==> src/rtl/imem_loader.sv <==
// Byte-stream instruction image loader; holds the core until the image checksum verifies.
// Optional LOADER_REARM_EN lets a rearm pulse restart loading from DONE/ERR.
module imem_loader #(
  parameter int              ADDR_W    = 32,
  parameter logic [ADDR_W-1:0] BASE_ADDR = '0,
  parameter logic [ADDR_W-1:0] ADDR_STEP = ADDR_W'(1),
  parameter int              MAX_WORDS = 1024
) (
  input  logic              clk,
  input  logic              rst,
  input  logic              in_valid,
  input  logic [7:0]        in_data,
  output logic              in_ready,
  input  logic              rearm,
  output logic              mem_we,
  output logic [ADDR_W-1:0] mem_addr,
  output logic [31:0]       mem_wdata,
  output logic              cpu_hold,
  output logic              done,
  output logic              error,
  output logic [15:0]       words_loaded
);

  typedef enum logic [2:0] {
    LEN_HI, LEN_LO, DATA, CHK, DONE, ERR
  } state_t;

  localparam logic [16:0] MAXW = 17'(MAX_WORDS);

  state_t            state, state_n;
  logic [7:0]        len_hi;
  logic [15:0]       nlen;
  logic [7:0]        csum;
  logic [1:0]        bidx;
  logic [23:0]       wsh;
  logic [ADDR_W-1:0] nxt_addr;
  logic              acc;
  logic              rearm_go;
  logic [15:0]       len_n;
  logic              word_end;

  assign acc      = in_valid && in_ready;
  assign len_n    = {len_hi, in_data};
  assign word_end = (state == DATA) && acc && (bidx == 2'd3);

`ifdef LOADER_REARM_EN
  assign rearm_go = rearm && (state == DONE || state == ERR);
`else
  logic unused_rearm;
  assign unused_rearm = rearm;
  assign rearm_go     = 1'b0;
`endif

  always_ff @(posedge clk) begin
    if (rst) state <= LEN_HI;
    else     state <= state_n;
  end

  always_comb begin
    state_n = state;
    unique case (state)
      LEN_HI: if (acc) state_n = LEN_LO;
      LEN_LO: begin
        if (acc) begin
          if (len_n == 16'd0)            state_n = CHK;
          else if ({1'b0, len_n} > MAXW) state_n = ERR;
          else                           state_n = DATA;
        end
      end
      DATA: begin
        if (word_end && words_loaded == nlen - 16'd1)
          state_n = CHK;
      end
      CHK: begin
        if (acc) state_n = (in_data == csum) ? DONE : ERR;
      end
      DONE, ERR: if (rearm_go) state_n = LEN_HI;
      default: state_n = LEN_HI;
    endcase
  end

  always_comb begin
    in_ready = 1'b0;
    done     = 1'b0;
    error    = 1'b0;
    cpu_hold = 1'b1;
    unique case (state)
      DONE: begin
        done     = 1'b1;
        cpu_hold = 1'b0;
      end
      ERR:     error    = 1'b1;
      default: in_ready = 1'b1;
    endcase
  end

  // Datapath; the write strobe is registered so it lands the cycle after byte 4.
  always_ff @(posedge clk) begin
    if (rst || rearm_go) begin
      mem_we       <= 1'b0;
      mem_addr     <= BASE_ADDR;
      mem_wdata    <= '0;
      words_loaded <= '0;
      csum         <= '0;
      bidx         <= '0;
      wsh          <= '0;
      len_hi       <= '0;
      nlen         <= '0;
      nxt_addr     <= BASE_ADDR;
    end else begin
      mem_we <= 1'b0;
      if (acc && state != CHK) csum <= csum + in_data;
      if (acc && state == LEN_HI) len_hi <= in_data;
      if (acc && state == LEN_LO) nlen <= len_n;
      if (acc && state == DATA) begin
        bidx <= bidx + 2'd1;
        wsh  <= {wsh[15:0], in_data};
      end
      if (word_end) begin
        mem_we       <= 1'b1;
        mem_addr     <= nxt_addr;
        mem_wdata    <= {wsh, in_data};
        nxt_addr     <= nxt_addr + ADDR_STEP;
        words_loaded <= words_loaded + 16'd1;
      end
    end
  end

endmodule

==> config.mk <==
export PLATFORM = sky130hd
export DESIGN_NAME = imem_loader
export DESIGN_NICKNAME = d
export VERILOG_FILES = /design/src/rtl/imem_loader.sv
export SDC_FILE = /design/constraint.sdc
export NUM_CORES = 1
export LEC_CHECK = 0
export CAP_MARGIN = 25
export CORE_MARGIN = 10
export CORE_UTILIZATION = 40
export CTS_CLUSTER_SIZE = 16
export DETAILED_ROUTE_END_ITERATION = 10
export PLACE_DENSITY = 0.71
export SYNTH_ARGS = -nofsm -noshare
export SYNTH_HDL_FRONTEND = slang
export SYNTH_SLANG_ARGS = --single-unit
export TNS_END_PERCENT = 10
==> constraint.sdc <==
create_clock -name clk -period 3.45 [get_ports clk]
set_input_delay 1.035 -clock clk [delete_from_list [all_inputs] [get_ports clk]]
set_output_delay 1.035 -clock clk [all_outputs]
set_load 0.005 [all_outputs]
# == Word level (Yosys, flattened, before mapping) ==
# Index checks and enable logic that the tools add are counted.
# word_totals
regBits,174
n_memories,0
out_inout_bits,85
latch_bits,0
wordCells,55
mem_bits_ro,0
input_bits,12
ramBits,0
# op_classes
shift,0
mux,13
bitwise,1
div,0
order_cmp,1
eq_ne,13
multipliers,0
n_reduce_logical,11
n_addsub,5
# op_table
operator,n
$add A32 B1 Y32 const B,1
$mux W3,6
$add A16 B1 Y16 const B,1
$eq A16 B16 Y1,1
$gt A16 B11 Y1 const B,1
$logic_not A16 Y1,1
$sub A16 B1 Y16 const B,1
$pmux W3 S5,1
$add A8 B8 Y8,1
$eq A8 B8 Y1,1
$logic_and A1 B1 Y1,7
$eq A3 B2 Y1 const B,2
$eq A3 B3 Y1 const B,2
$mux W1,6
$ne A2 B2 Y1 const B,3
$reduce_and A5 Y1,1
$eq A3 B1 Y1 const B,1
$logic_not A3 Y1,1
$ne A3 B2 Y1 const B,1
$add A2 B1 Y2 const B,1
$eq A2 B2 Y1 const B,1
$ne A2 B1 Y1 const B,1
$reduce_or A2 Y1,1
$not A1 Y1,1

# == Logic depth before layout (Yosys ltp) ==
# Gate-level depths: netlist of run 1.
# depth
ltp_word,9
mapped_depth,9
depth_no_buf,9

# == Worst setup path before layout of run 1 ==
# No wires, ideal clock.
# synth_path
kind,input port to flip-flop
from,input port in_data[0]
to,register csum[6]
path_slack_ns,0.889
n_path_buf,0
path_stages,9
setup_ns,0.101
required_time_ns,3.349
t_arrival_ns,2.460
cell_sequence,ha_1 -> inv_1 -> fa_1 -> nor2b_1 -> o21ai_0 -> a21boi_0 -> o21a_1 -> nor3_1 -> o41ai_1
# synth_via
elab_chain_cells,1
# synth_rtl
element,line_no,text
"start, declared",12,"input logic [7:0] in_data,"
$add A8 B8 Y8,112,if (acc && state != CHK) csum <= csum + in_data;
"end signal, assigned",112,
"end, declared",33,logic [7:0] csum;
# No other way between the ends.
# A chain may end at the register's enable or synchronous reset.

# == Final worst setup path of run 1 ==
# layout_path
from,register state[1]
to,output port cpu_hold
# layout_via
elab_chain_cells,2
# layout_rtl
element,line_no,text
"start, declared",30,"state_t state, state_n;"
"start signal, assigned",56,else state <= state_n;
$eq A3 B3 Y1,87,unique case (state)
$mux W1,87,
"end, declared",18,"output logic cpu_hold,"
# No other way between the ends.

==> impl_metrics.yaml, run 1 <==
run_status:
  run_status: "complete, no violations"
power_and_ir_drop:
  power.static_leakage_nw: 3.22
  power-per-cell-area_nw_per_um2: 483
  peakVddDrop_mv: 0.384
  total_power_mw: 4.43
clock_tree:
  clkSinkCount: 174
  clock_tree.buffer_depth: 2
  tritoncts_buffer_count: 17
  cts.root.buffer_cell: "clkbuf_16"
  clock_latency_ns: 0.42
  cts_clk_pin_slew_worst_paths_ns: 0.07
  cts-resized-gates: 0
  cts_tree: "done"
  ctsHoldBuffers: 0
  cts_setup_buffers: 0
  clock_tree.htree_level_count: 4
sta:
  grt_setup_unrepaired: "no"
  slew_headroom_pct: 51.9
  clock-skew-final_ns: 0.0111
  layout_min_cycle_time_ns: 2.92
  achievable-frequency_mhz: 342
  final-setup-viol-count: 0
  tightestPinTransition_ns: 0.722
  finalMaxSlewViolations: 0
  hold_ws_ns: 0.451
  setup_tns_ns: 0
  final.period_utilization_pct: 84.8
  hold_viol: 0
routing:
  ant_nets: 0
  detailedRoute.firstPassIterationCount: 7
  number_of_vias_in_the_routed_layout: 6329
  viasPerCell: 5.11
  drt-total-wl_mm: 18.1
  drcViolationCount: 0
  drt_first_iter_violations: 490
  route.detailed.wl_per_inst_um: 14.6
die:
  full_die_area_sq_um: 24300
  coreArea_sq_um: 18000
  die-width_um: 156
  std_cell_rows: 49
  io-pin-count: 97
  floorplan.die.height_um: 156
  start_util_pct: 40.9
flow_run:
  max_cap_viol_count: 0
layout:
  flow.area_growth_from_synthesis_pct: 24.4
  diodes: 0
  final_area_sq_um: 9170
  layout.cells.most_common_list: "248 x nand2_1, 174 x dfxtp_1, 130 x a21oi_1"
  final_layout_size_suffix_gt1_share_pct: 6.34
  mostFrequentLayoutCell: "nand2_1"
  design.final.nets: 1021
global_route:
  grt_max_degree: 73
  grt_antenna_before_repair: 0
  grt_pass1_wl_mm: 30.2
  via_count_of_the_first_global_routing_pass: 6059
  grt_overflow_total: 0
  gr-usage-all-layers_pct: 15.0
worst_setup_path:
  max_stage_delay_ns: 0.51
  timing.critical_path.required_ns: 2.41
  cp.arrival_ns: 1.89
  path_delay_family: "flip-flops"
  crit_chain: "nand2b_1 -> nand2b_1 -> clkdlybuf4s50_1"
  cp.buffers_inverters: 1
  cp_common_cell: "nand2b_1"
  critPathSlowestCell: "dfxtp_1"
  critical_path.max_fanout: 11
  worst_setup_path_start_kind: "flip-flop"
  timing_worst_setup_path_type: "reg -> out"
  timing.critical_path.depth: 3
  ff2ff_setup_slack_ns: 1.24
  worstRegToRegCells: 9
  worst_setup_ep_type: "output port"
logic_synthesis:
  async_flop_share_pct: 0
  top_flip_flop_cell_by_instance_count_after_synthesis: "dfxtp_1"
  synth-seq-area-share_pct: 47.2
  post_synth_main_area_contributors: "dfxtp_1 47%, nand2_1 13%, a21oi_1 8.8%"
  yosys.cell_types.count: 51
  synth_enable_flop_cells: 0
  synth.cell_area_sq_um: 7370
  synthesized_area_per_cell_sq_um: 8.05
  syn_nets: 940
  synthCells: 916
  ys.warnings.count: 0
  synth.top_cell.area_share_pct: 47.2
  yosysTopAreaCell: "dfxtp_1"
  yosys_register_bits: 174
place:
  gp_congestion: 0.840
  post_place_instance_area_sq_um: 8560
  placement.io_buffers: 95
  dpl.hpwl_mm: 12.7
hold_path:
  min_path_cells: 2
  type_of_the_most_critical_hold_path: "reg -> reg"
-- kinds of logic (layout without fill, tap and decap cells) --
group                      after synthesis  after routing  share of synthesized area [%]
and+or+nand+nor                        421            421                           25.7
buffers and inverters                   72            166                           3.95
adders and majority gates               12             12                           2.14
xor gates and xnor gates                70             70                           8.31
DFF                                    174            174                           47.2
muxes                                    4              4                          0.543
AOI/OAI and AO/OA                      163            163                           12.2
-- cells in the mapped netlist, types with 2 or more instances --
| library cell | count |
|---|---|
| ha_1 | 11 |
| nor3_1 | 13 |
| a211oi_1 | 2 |
| and4_1 | 6 |
| and3_1 | 14 |
| xnor2_1 | 30 |
| nand2_1 | 248 |
| nand3_1 | 22 |
| nor2_1 | 64 |
| and2_1 | 4 |
| nor4b_1 | 2 |
| o211ai_1 | 4 |
| inv_1 | 16 |
| a21oi_1 | 130 |
| a41oi_1 | 2 |
| nand2b_1 | 2 |
| dfxtp_1 | 174 |
| o2111ai_1 | 2 |
| xor2_1 | 40 |
| or4_1 | 4 |
| nand3b_1 | 3 |
| clkbuf_1 | 42 |
| nor4_2 | 2 |
| o21ai_0 | 8 |
| a21boi_0 | 2 |
| nor4_1 | 4 |
| o21a_1 | 5 |
| mux2i_1 | 4 |
| buf_2 | 10 |
| nand4_1 | 18 |
| nor2b_1 | 2 |
| and3b_1 | 2 |
| or3_1 | 5 |
| buf_1 | 2 |
-- power breakdown --
part | switching [mW] | leakage, nW | internal [mW] | total, mW
combinational | 0.219 | 1.52 | 0.162 | 0.380
clock | 0.801 | 0.295 | 1.17 | 1.97
sequential | 0.0381 | 1.40 | 2.04 | 2.08
-- layout make-up --
type / instances / area [sq um]
multi-input cells: 670 / 3600
repair buffers: 118 / 1130
flip-flops and latches: 174 / 3480
inverters: 16 / 60.1
clock inverters: 12 / 160
clock buffers: 20 / 447
well taps: 229 / 287
fillers: 1714 / 8850
-- through the flow --
stage          util, %  worst slack [ns]  std cells
5_1_grt           50.9             0.384       1239
2_1_floorplan        -             0.889        916
4_1_cts           50.9             0.499       1239
3_5_place_dp      47.5             0.150       1207
3_3_place_gp      47.5             0.219       1207
6_report          50.9             0.525       1239
-- worst paths after layout --
kind | to | startpoint
max reg2reg | state[0] | nlen[0]
min reg2reg | mem_wdata[27] | wsh[19]
min | mem_wdata[27] | wsh[19]
max | cpu_hold | state[1]
-- flip-flops by register name, indices dropped and copies added, names as in the netlist --
signal / count
bidx: 2
csum: 8
len_hi: 8
mem_addr: 32
mem_wdata: 32
mem_we: 1
nlen: 16
nxt_addr: 32
state: 3
words_loaded: 16
wsh: 24
-- layer usage --
| metal | track usage (%) | part of all wire (%) | up-vias |
|---|---|---|---|
| met3 | 5.10 | 6.4 | 10 |
| li1 | - | - | 3223 |
| met1 | 18.0 | 45 | 2980 |
| met5 | 0 | 0 | - |
| met2 | 24.7 | 48 | 116 |
| met4 | 4.50 | 0.86 | 0 |
-- tightest hold or removal path: stages (launching register included) --
cell	delay (ns)
dfxtp_1	0.31
nand2_1	0.05
a21oi_1	0.05
No activity file was read; power rests on OpenSTA's default activity.
==> run 2, diff against run 1 <==
- clock period: 3.45 -> 2.96 ns (I/O delays scaled with it)
==> run 2 against run 1 <==
Against the previous run: clock skew down 0.0010 ns; sequential cell count unchanged; critical endpoint unchanged; sequential share of layout area down 0.30 points; non-clock buffer count up 16; final area up 0.81%; cell count up 1.3%; utilization up 0.41 points; global-route usage down 0.13 points; worst hold slack better by 0.0011 ns.
==> impl_metrics.yaml, run 2 (same netlist as run 1, synthesis figures left out) <==
global_route:
  gr-usage-all-layers_pct: 14.8
  via_count_of_the_first_global_routing_pass: 6015
  grt_antenna_before_repair: 0
  grt_overflow_total: 0
  grt_max_degree: 82
  grt_pass1_wl_mm: 29.8
sta:
  final-setup-viol-count: 0
  layout_min_cycle_time_ns: 2.79
  finalMaxSlewViolations: 0
  final.period_utilization_pct: 94.4
  slew_headroom_pct: 46.0
  achievable-frequency_mhz: 358
  clock-skew-final_ns: 0.0100
  hold_ws_ns: 0.452
  grt_setup_unrepaired: "no"
  tightestPinTransition_ns: 0.811
  hold_viol: 0
layout:
  instances_no_fill: 1255
  flow.area_growth_from_synthesis_pct: 25.4
  design.final.nets: 1037
  layout.cells.most_common_list: "248 x nand2_1, 174 x dfxtp_1, 130 x a21oi_1"
  final_layout_size_suffix_gt1_share_pct: 7.80
  largest_registers: "mem_addr (32), mem_wdata (32), nxt_addr (32)"
  final_area_sq_um: 9240
  diodes: 0
  mostFrequentLayoutCell: "nand2_1"
die:
  die-width_um: 156
  coreArea_sq_um: 18000
  start_util_pct: 40.9
  std_cell_rows: 49
  floorplan.die.height_um: 156
  io-pin-count: 97
  full_die_area_sq_um: 24300
worst_setup_path:
  timing_worst_setup_path_type: "reg -> out"
  cp_common_cell: "nand2b_1"
  critPathSlowestCell: "dfxtp_1"
  cp.arrival_ns: 1.91
  critical_path.max_fanout: 11
  crit_chain: "nand2b_1 -> nand2b_1 -> clkdlybuf4s50_1"
  max_stage_delay_ns: 0.53
  worst_setup_path_start_kind: "flip-flop"
  timing.critical_path.required_ns: 2.07
  worst_setup_ep_type: "output port"
routing:
  drt-total-wl_mm: 17.9
  detailedRoute.firstPassIterationCount: 4
  number_of_vias_in_the_routed_layout: 6371
  viasPerCell: 5.08
  drt_first_iter_violations: 429
  drcViolationCount: 0
  ant_nets: 0
  route.detailed.wl_per_inst_um: 14.2
clock_tree:
  clock_latency_ns: 0.43
  cts_clk_pin_slew_worst_paths_ns: 0.07
  cts-resized-gates: 0
  clock_tree.buffer_depth: 2
  clock_tree.htree_level_count: 4
  cts_setup_buffers: 0
  ctsHoldBuffers: 0
  cts_tree: "done"
  cts.root.buffer_cell: "clkbuf_16"
  tritoncts_buffer_count: 17
  clkSinkCount: 174
place:
  gp_congestion: 0.843
  place.detailed.instances: 1223
  post_place_instance_area_sq_um: 8710
  dpl.hpwl_mm: 12.5
  placement.io_buffers: 95
hold_path:
  type_of_the_most_critical_hold_path: "reg -> reg"
flow_run:
  max_cap_viol_count: 0
power_and_ir_drop:
  peakVddDrop_mv: 0.466
  power-per-cell-area_nw_per_um2: 534
  power.static_leakage_nw: 3.26
run_status:
  run_status: "complete, no violations"
run 2: cell count changes in the layout (fill, tap and decap cells not counted):
cell,delta
clkinvlp_4,+3
clkinv_2,+1
bufinv_16,-3
buf_4,+14
buf_12,+2
clkinv_4,-1
run 2: final timing paths:
check / start / end / slack, ns / depth (start not counted)
hold / removal: mem_addr[18] / mem_addr[18] / 0.45 / 2
hold reg to reg: mem_addr[18] / mem_addr[18] / 0.45 / 2
setup reg to reg: nlen[0] / state[0] / 0.79 / 9
setup / recovery: state[1] / cpu_hold / 0.17 / 3
run 2: report_power, final:
group          internal (mW)  total (mW)  switching, mW
clock                   1.10        2.05          0.947
sequential              2.38        2.43         0.0446
combinational          0.207       0.466          0.259
run 2: layout make-up:
class / count / area, sq um
Clock buffer: 20 / 447
Clock inverter: 12 / 88.8
Fill cell: 1706 / 8780
Inverter: 16 / 60.1
Multi-Input combinational cell: 670 / 3600
Sequential cell: 174 / 3480
Tap cell: 229 / 287
Timing Repair Buffer: 134 / 1280
run 2: through the flow:
step / TNS (ns) / setup slack, ns / util [%] / power [mW]
after CTS: 0 / 0.140 / 51.3 / 4.99
final: 0 / 0.165 / 51.3 / 4.94
after floorplan: 0 / 0.546 / - / 2.80
after global routing: 0 / 0.00945 / 51.3 / 5.15
after detailed placement: -0.281 / -0.163 / 48.3 / 2.94
after global placement: -0.192 / -0.116 / 48.3 / 2.94
run 2: routing by layer:
layer / GRT usage, % / vias up / wire length, um
li1: - / 3262 / -
met2: 22.9 / 154 / 8040
met1: 18.6 / 2919 / 8190
met4: 5.84 / 0 / 425
met5: 0 / - / 0
met3: 5.16 / 36 / 1210
run 2: critical path: cells and delay by family (launching register included):
kind | cells | cell delay, ns
buffers and inverters | 1 | 0.50
AND/OR/NAND/NOR | 2 | 0.45
flip-flops | 1 | 0.53
==> RTL change 1, RTL diff (settings of run 2) <==
Add a define of `LOADER_REARM_EN`.
--- a/src/rtl/imem_loader.sv
+++ b/src/rtl/imem_loader.sv
@@ -1,5 +1,7 @@
 // Byte-stream instruction image loader; holds the core until the image checksum verifies.
 // Optional LOADER_REARM_EN lets a rearm pulse restart loading from DONE/ERR.
+`define LOADER_REARM_EN
+
 module imem_loader #(
   parameter int              ADDR_W    = 32,
   parameter logic [ADDR_W-1:0] BASE_ADDR = '0,
Check against the original RTL: not equivalent (a bounded check fails within 4 cycles, from zero or initial values and one cycle with rst high).
==> RTL change 1 against run 2 <==
Synthesized area up 0.17%. Sequential cell count unchanged. Die area up 0.15%. Design area up 0.87%. Clock skew down 1.2 ps. Worst hold slack about the same. Setup slack better by 77 ps. Sequential share of layout area down 0.32 points. Global-route usage up 0.14 points. Total power up 4.5%. Wire length up 1.1%. Clock power up 2%. Highest routed layer unchanged.
==> RTL change 1: results <==
metrics = {
    "route": {
        "vias": 6538,
        "first_pass_iters": 5,
        "avgRoutedWirePerCell_um": 14.21,
        "viasPerCell": 5.144,
        "drtIter0Drc": 470,
    },
    "layout": {
        "top_regs": "mem_addr (32), mem_wdata (32), nxt_addr (32)",
        "drive_gt1_share_pct": 7.486,
        "nets": 1053,
    },
    "power_and_ir_drop": {
        "ir_drop_v": 0.0004277,
        "leakagePower_uw": 0.003218,
    },
    "logic_synthesis": {
        "synth-seq-area-share_pct": 47.16,
        "synth_cell_types": 52,
        "synth.top_cells.by_count": "258 x nand2_1, 174 x dfxtp_1, 136 x a21oi_1",
        "syn-num-nets": 955,
        "synth_area_leaders": "dfxtp_1 47%, nand2_1 13%, a21oi_1 9.2%",
        "syn_area_per_cell_um2": 7.933,
    },
    "clock_tree": {
        "numCtsBuffers": 17,
        "cts.htree.levels": 4,
        "clkTransAtPathRegs_ps": 60,
    },
    "grt": {
        "grt_pass1_wl_mm": 30.30,
        "grt_max_degree": 69,
        "grtUsageTotal_pct": 14.98,
        "grt_pass1_vias": 6175,
    },
    "place": {
        "gp_congestion": 0.8881,
        "place_inst": 1239,
        "numPortBuffers": 96,
        "dp_worst_setup_slack_ps": -177.3,
        "dp_hpwl_mm": 12.69,
    },
    "timing": {
        "clock_skew_ps": 8.844,
        "tightest_slew_ps": 569.2,
    },
    "run_status": {
        "status": "completed",
    },
    "worst_setup_path": {
        "crit_fanout": 15,
    },
}
## RTL change 1: repair_timing
item                                   4_1_cts  5_1_grt
buffers inserted                             0        0
setup endpoints to repair                    0        1
endpoints found under the hold margin        0        0
resized for setup                            0        1
## RTL change 1: layer usage
| metal | share of wire [%] | track usage (%) | vias up |
|---|---|---|---|
| met4 | 1.3 | 4.586 | 0 |
| met3 | 5.4 | 4.191 | 19 |
| met1 | 46 | 18.80 | 3062 |
| li1 | - | - | 3320 |
| met2 | 47 | 24.46 | 137 |
| met5 | 0 | 0 | - |
## RTL change 1: final cells by class
cell class                      count  area (µm²)
Timing Repair Buffer              133        1301
Inverter                           16       60.06
Multi-Input combinational cell    687        3638
Clock buffer                       23       478.0
Clock inverter                      9       76.32
Tap cell                          229       286.5
Fill cell                        1682        8762
Sequential cell                   174        3483
## RTL change 1: worst max-delay path, cell delays in order (launching register included)
cell and delay, ps:
dfxtp_1 600, inv_1 170, nor2_1 130, clkdlybuf4s50_1 510
## RTL change 1: power by group
part,switching [µW],total [µW],internal [µW]
sequential,56.1,2450,2390
clock,943,2100,1160
combinational,349,614,264
total,1350,5160,3810
## RTL change 1: worst paths after layout
path / start / to / slack (ps) / cells after the start
setup / recovery: state[0] / error / 240 / 3
hold / removal: mem_wdata[26] / mem_wdata[26] / 450 / 2
setup reg to reg: nlen[2] / state[0] / 440 / 8
hold reg to reg: mem_wdata[26] / mem_wdata[26] / 450 / 2
## RTL change 1: cells by family after synthesis
logic type | after synthesis | synth area share (%)
muxes | 3 | 0.4066
buffers and inverters | 70 | 3.761
xor gates and xnor gates | 65 | 7.708
and+or+nand+nor | 427 | 25.50
adders and majority gates | 12 | 2.134
DFF | 174 | 47.16
AOI/OAI and AO/OA | 180 | 13.33
## RTL change 1: metrics by stage
stage | TNS [ps] | util (%) | total power (µW) | cell area, µm²
finish | 0 | 51.55 | 5159 | 9324
global route | 0 | 51.55 | 5368 | 9324
CTS | 0 | 51.54 | 5211 | 9321
detailed placement | -492.0 | 48.47 | 3106 | 8767
global placement | -269.0 | 48.47 | 3097 | 8767
floorplan | 0 | - | 2917 | 7386
==> RTL change 2, RTL diff (config.mk and constraints of run 2) <==
Made on the original files. Make the reset (`rst`) asynchronous in one clocked block.
--- a/src/rtl/imem_loader.sv
+++ b/src/rtl/imem_loader.sv
@@ -51,7 +51,7 @@
   assign rearm_go     = 1'b0;
 `endif
 
-  always_ff @(posedge clk) begin
+  always_ff @(posedge clk or posedge rst) begin
     if (rst) state <= LEN_HI;
     else     state <= state_n;
   end
Behaviour: differs if rst is asserted again (counterexample within 4 cycles, from zero or initial values and one cycle with rst high); with rst held inactive, the same outputs for 4 cycles.
==> RTL change 2 against run 2 <==
Die area is 0.65% lower. Wire length rose by 3.0%. Register-to-register slack got worse by 500 ps. Setup slack got worse by 40 ps. Synthesized cell count is 1.1% higher. Synthesized area fell by 0.75%. Core utilization grew 0.38 points. Sequential cell count did not move. Global-route usage increased by 0.32 points. Design area grew 0.41%. Highest routed layer unchanged.
Power is not compared: it rests on default switching activity, and its combinational part moved more than twofold at a synthesized area within 25%.
==> RTL change 2: results <==
metrics = {
    "clock_tree": {
        "clkLatencyLatePin_ps": 450,
        "clkTransAtPathRegs_ps": 70,
        "clk_path_buf_depth": 2,
        "numCtsBuffers": 17,
        "cts_root_buf": "clkbuf_16",
    },
    "grt": {
        "grt_pass1_wl_mm": 30.34,
        "grt_max_degree": 72,
        "grtUsageTotal_pct": 15.15,
        "grt_pass1_vias": 6005,
        "antenna_found_initial": 0,
    },
    "place": {
        "dp_hpwl_mm": 12.60,
        "dpl_cell_area_um2": 8685,
        "gp_congestion": 0.8423,
        "place_inst": 1238,
    },
    "route": {
        "avgRoutedWirePerCell_um": 14.49,
        "vias": 6459,
        "viasPerCell": 5.086,
        "first_pass_iters": 5,
        "drtIter0Drc": 397,
    },
    "power_and_ir_drop": {
        "ir_drop_v": 0.0004301,
        "leakagePower_uw": 0.003228,
    },
    "run_status": {
        "status": "completed",
    },
    "logic_synthesis": {
        "synth_cell_types": 52,
        "syn-num-nets": 950,
        "synth_cells": 926,
        "async_reset_ff_share_pct": 1.724,
        "synth.top_cells.by_count": "260 x nand2_1, 171 x dfxtp_1, 141 x a21oi_1",
        "synth_area_leaders": "dfxtp_1 47%, nand2_1 13%, a21oi_1 9.6%",
        "synth-seq-area-share_pct": 47.80,
    },
    "timing": {
        "clock_skew_ps": 9.738,
        "holdWs_ps": 454.3,
        "tightest_slew_ps": 738.0,
    },
    "worst_setup_path": {
        "critPathCapture": "csum[7]",
        "r2r_cells": 9,
        "crit_fanout": 2,
        "crit_path_start": "in_data[1]",
        "reg2reg_to": "state[2]",
        "ff2ff_setup_slack_ps": 290,
        "cp_data_arrival_time_ps": 3170,
    },
    "layout": {
        "nets": 1052,
        "drive_gt1_share_pct": 8.357,
        "nFillCells": 1714,
    },
}
RTL change 2: cell count changes in the layout (fill, tap and decap cells not counted), moves of 5 or more:
cell / run 2 / this run
a21oi_1: 130 / 140
o21ai_0: 8 / 19
or3_1: 5 / 16
nand2_1: 248 / 259
nand4_1: 18 / 12
and3_1: 14 / 8
inv_6: 2 / 7
xor2_1: 40 / 27
RTL change 2: cell type report:
type / instances / area (µm²) / area share (%)
timing repair buffer: 135 / 1274 / 13.72
multi-input combinational: 680 / 3561 / 38.37
clock buffer: 17 / 425.4 / 4.583
inverter: 20 / 75.07 / 0.8088
sequential: 174 / 3498 / 37.69
tap: 229 / 286.5 / 3.087
clock inverter: 15 / 161.4 / 1.739
RTL change 2: critical path: stages:
cell	delay, ps
clkdlybuf4s50_1	500
ha_1	250
a21o_1	200
a21oi_2	150
o21ai_1	100
a2111oi_2	380
buf_4	170
nor3_1	40
nor3_1	150
mux2_2	350
RTL change 2: layer usage:
metal  routed length [µm]  track usage, %  vias to the layer above
li1                     -               -                     3299
met5                    0               0                        -
met4                  285           5.481                        0
met3                 1062           4.604                       22
met1                 8628           19.54                     3006
met2                 8419           23.43                      132
RTL change 2: timing repair:
| action | in CTS | in global routing |
|---|---|---|
| setup buffers | 0 | 0 |
| pin swaps | 1 | 3 |
| gates resized for setup | 1 | 3 |
| endpoints found under the setup margin | 1 | 1 |
RTL change 2: cells by family after synthesis:
group / after synthesis / synth area share, %
flip-flops: 174 / 47.80
AO/OA/AOI/OAI: 182 / 13.49
XOR/XNOR: 53 / 6.343
multiplexers: 5 / 0.7010
buffers and inverters: 72 / 3.727
adder cells (fa/ha/maj): 12 / 2.154
AND/OR/NAND/NOR: 428 / 25.78
RTL change 2: worst min-delay path by stage:
| stage | cells after the start | to | startpoint | slack (ps) |
|---|---|---|---|---|
| final | 2 | mem_wdata[3] | mem_wdata[3] | 450 |
| after global routing | 2 | mem_wdata[24] | mem_wdata[24] | 470 |
| after CTS | 2 | mem_addr[0] | mem_addr[0] | 460 |
| after detailed placement | 2 | mem_addr[30] | mem_addr[30] | 450 |
| after global placement | 2 | mem_wdata[4] | mem_wdata[4] | 440 |
| after floorplan | 2 | mem_wdata[24] | wsh[16] | 430 |
RTL change 2: through the flow:
stage	util [%]	setup slack, ps
3_3_place_gp	48.35	-521.9
2_1_floorplan	-	87.10
4_1_cts	51.62	34.06
3_5_place_dp	48.35	-498.9
6_report	51.67	125.6
5_1_grt	51.67	8.549
RTL change 2: power by group through the flow:
stage	logic [µW]	registers (µW)	clock network [µW]
3_5_place_dp	109	2390	0
2_1_floorplan	48.6	2390	0
4_1_cts	110	2340	2310
6_report	110	2340	2250
3_3_place_gp	110	2390	0
5_1_grt	118	2340	2400
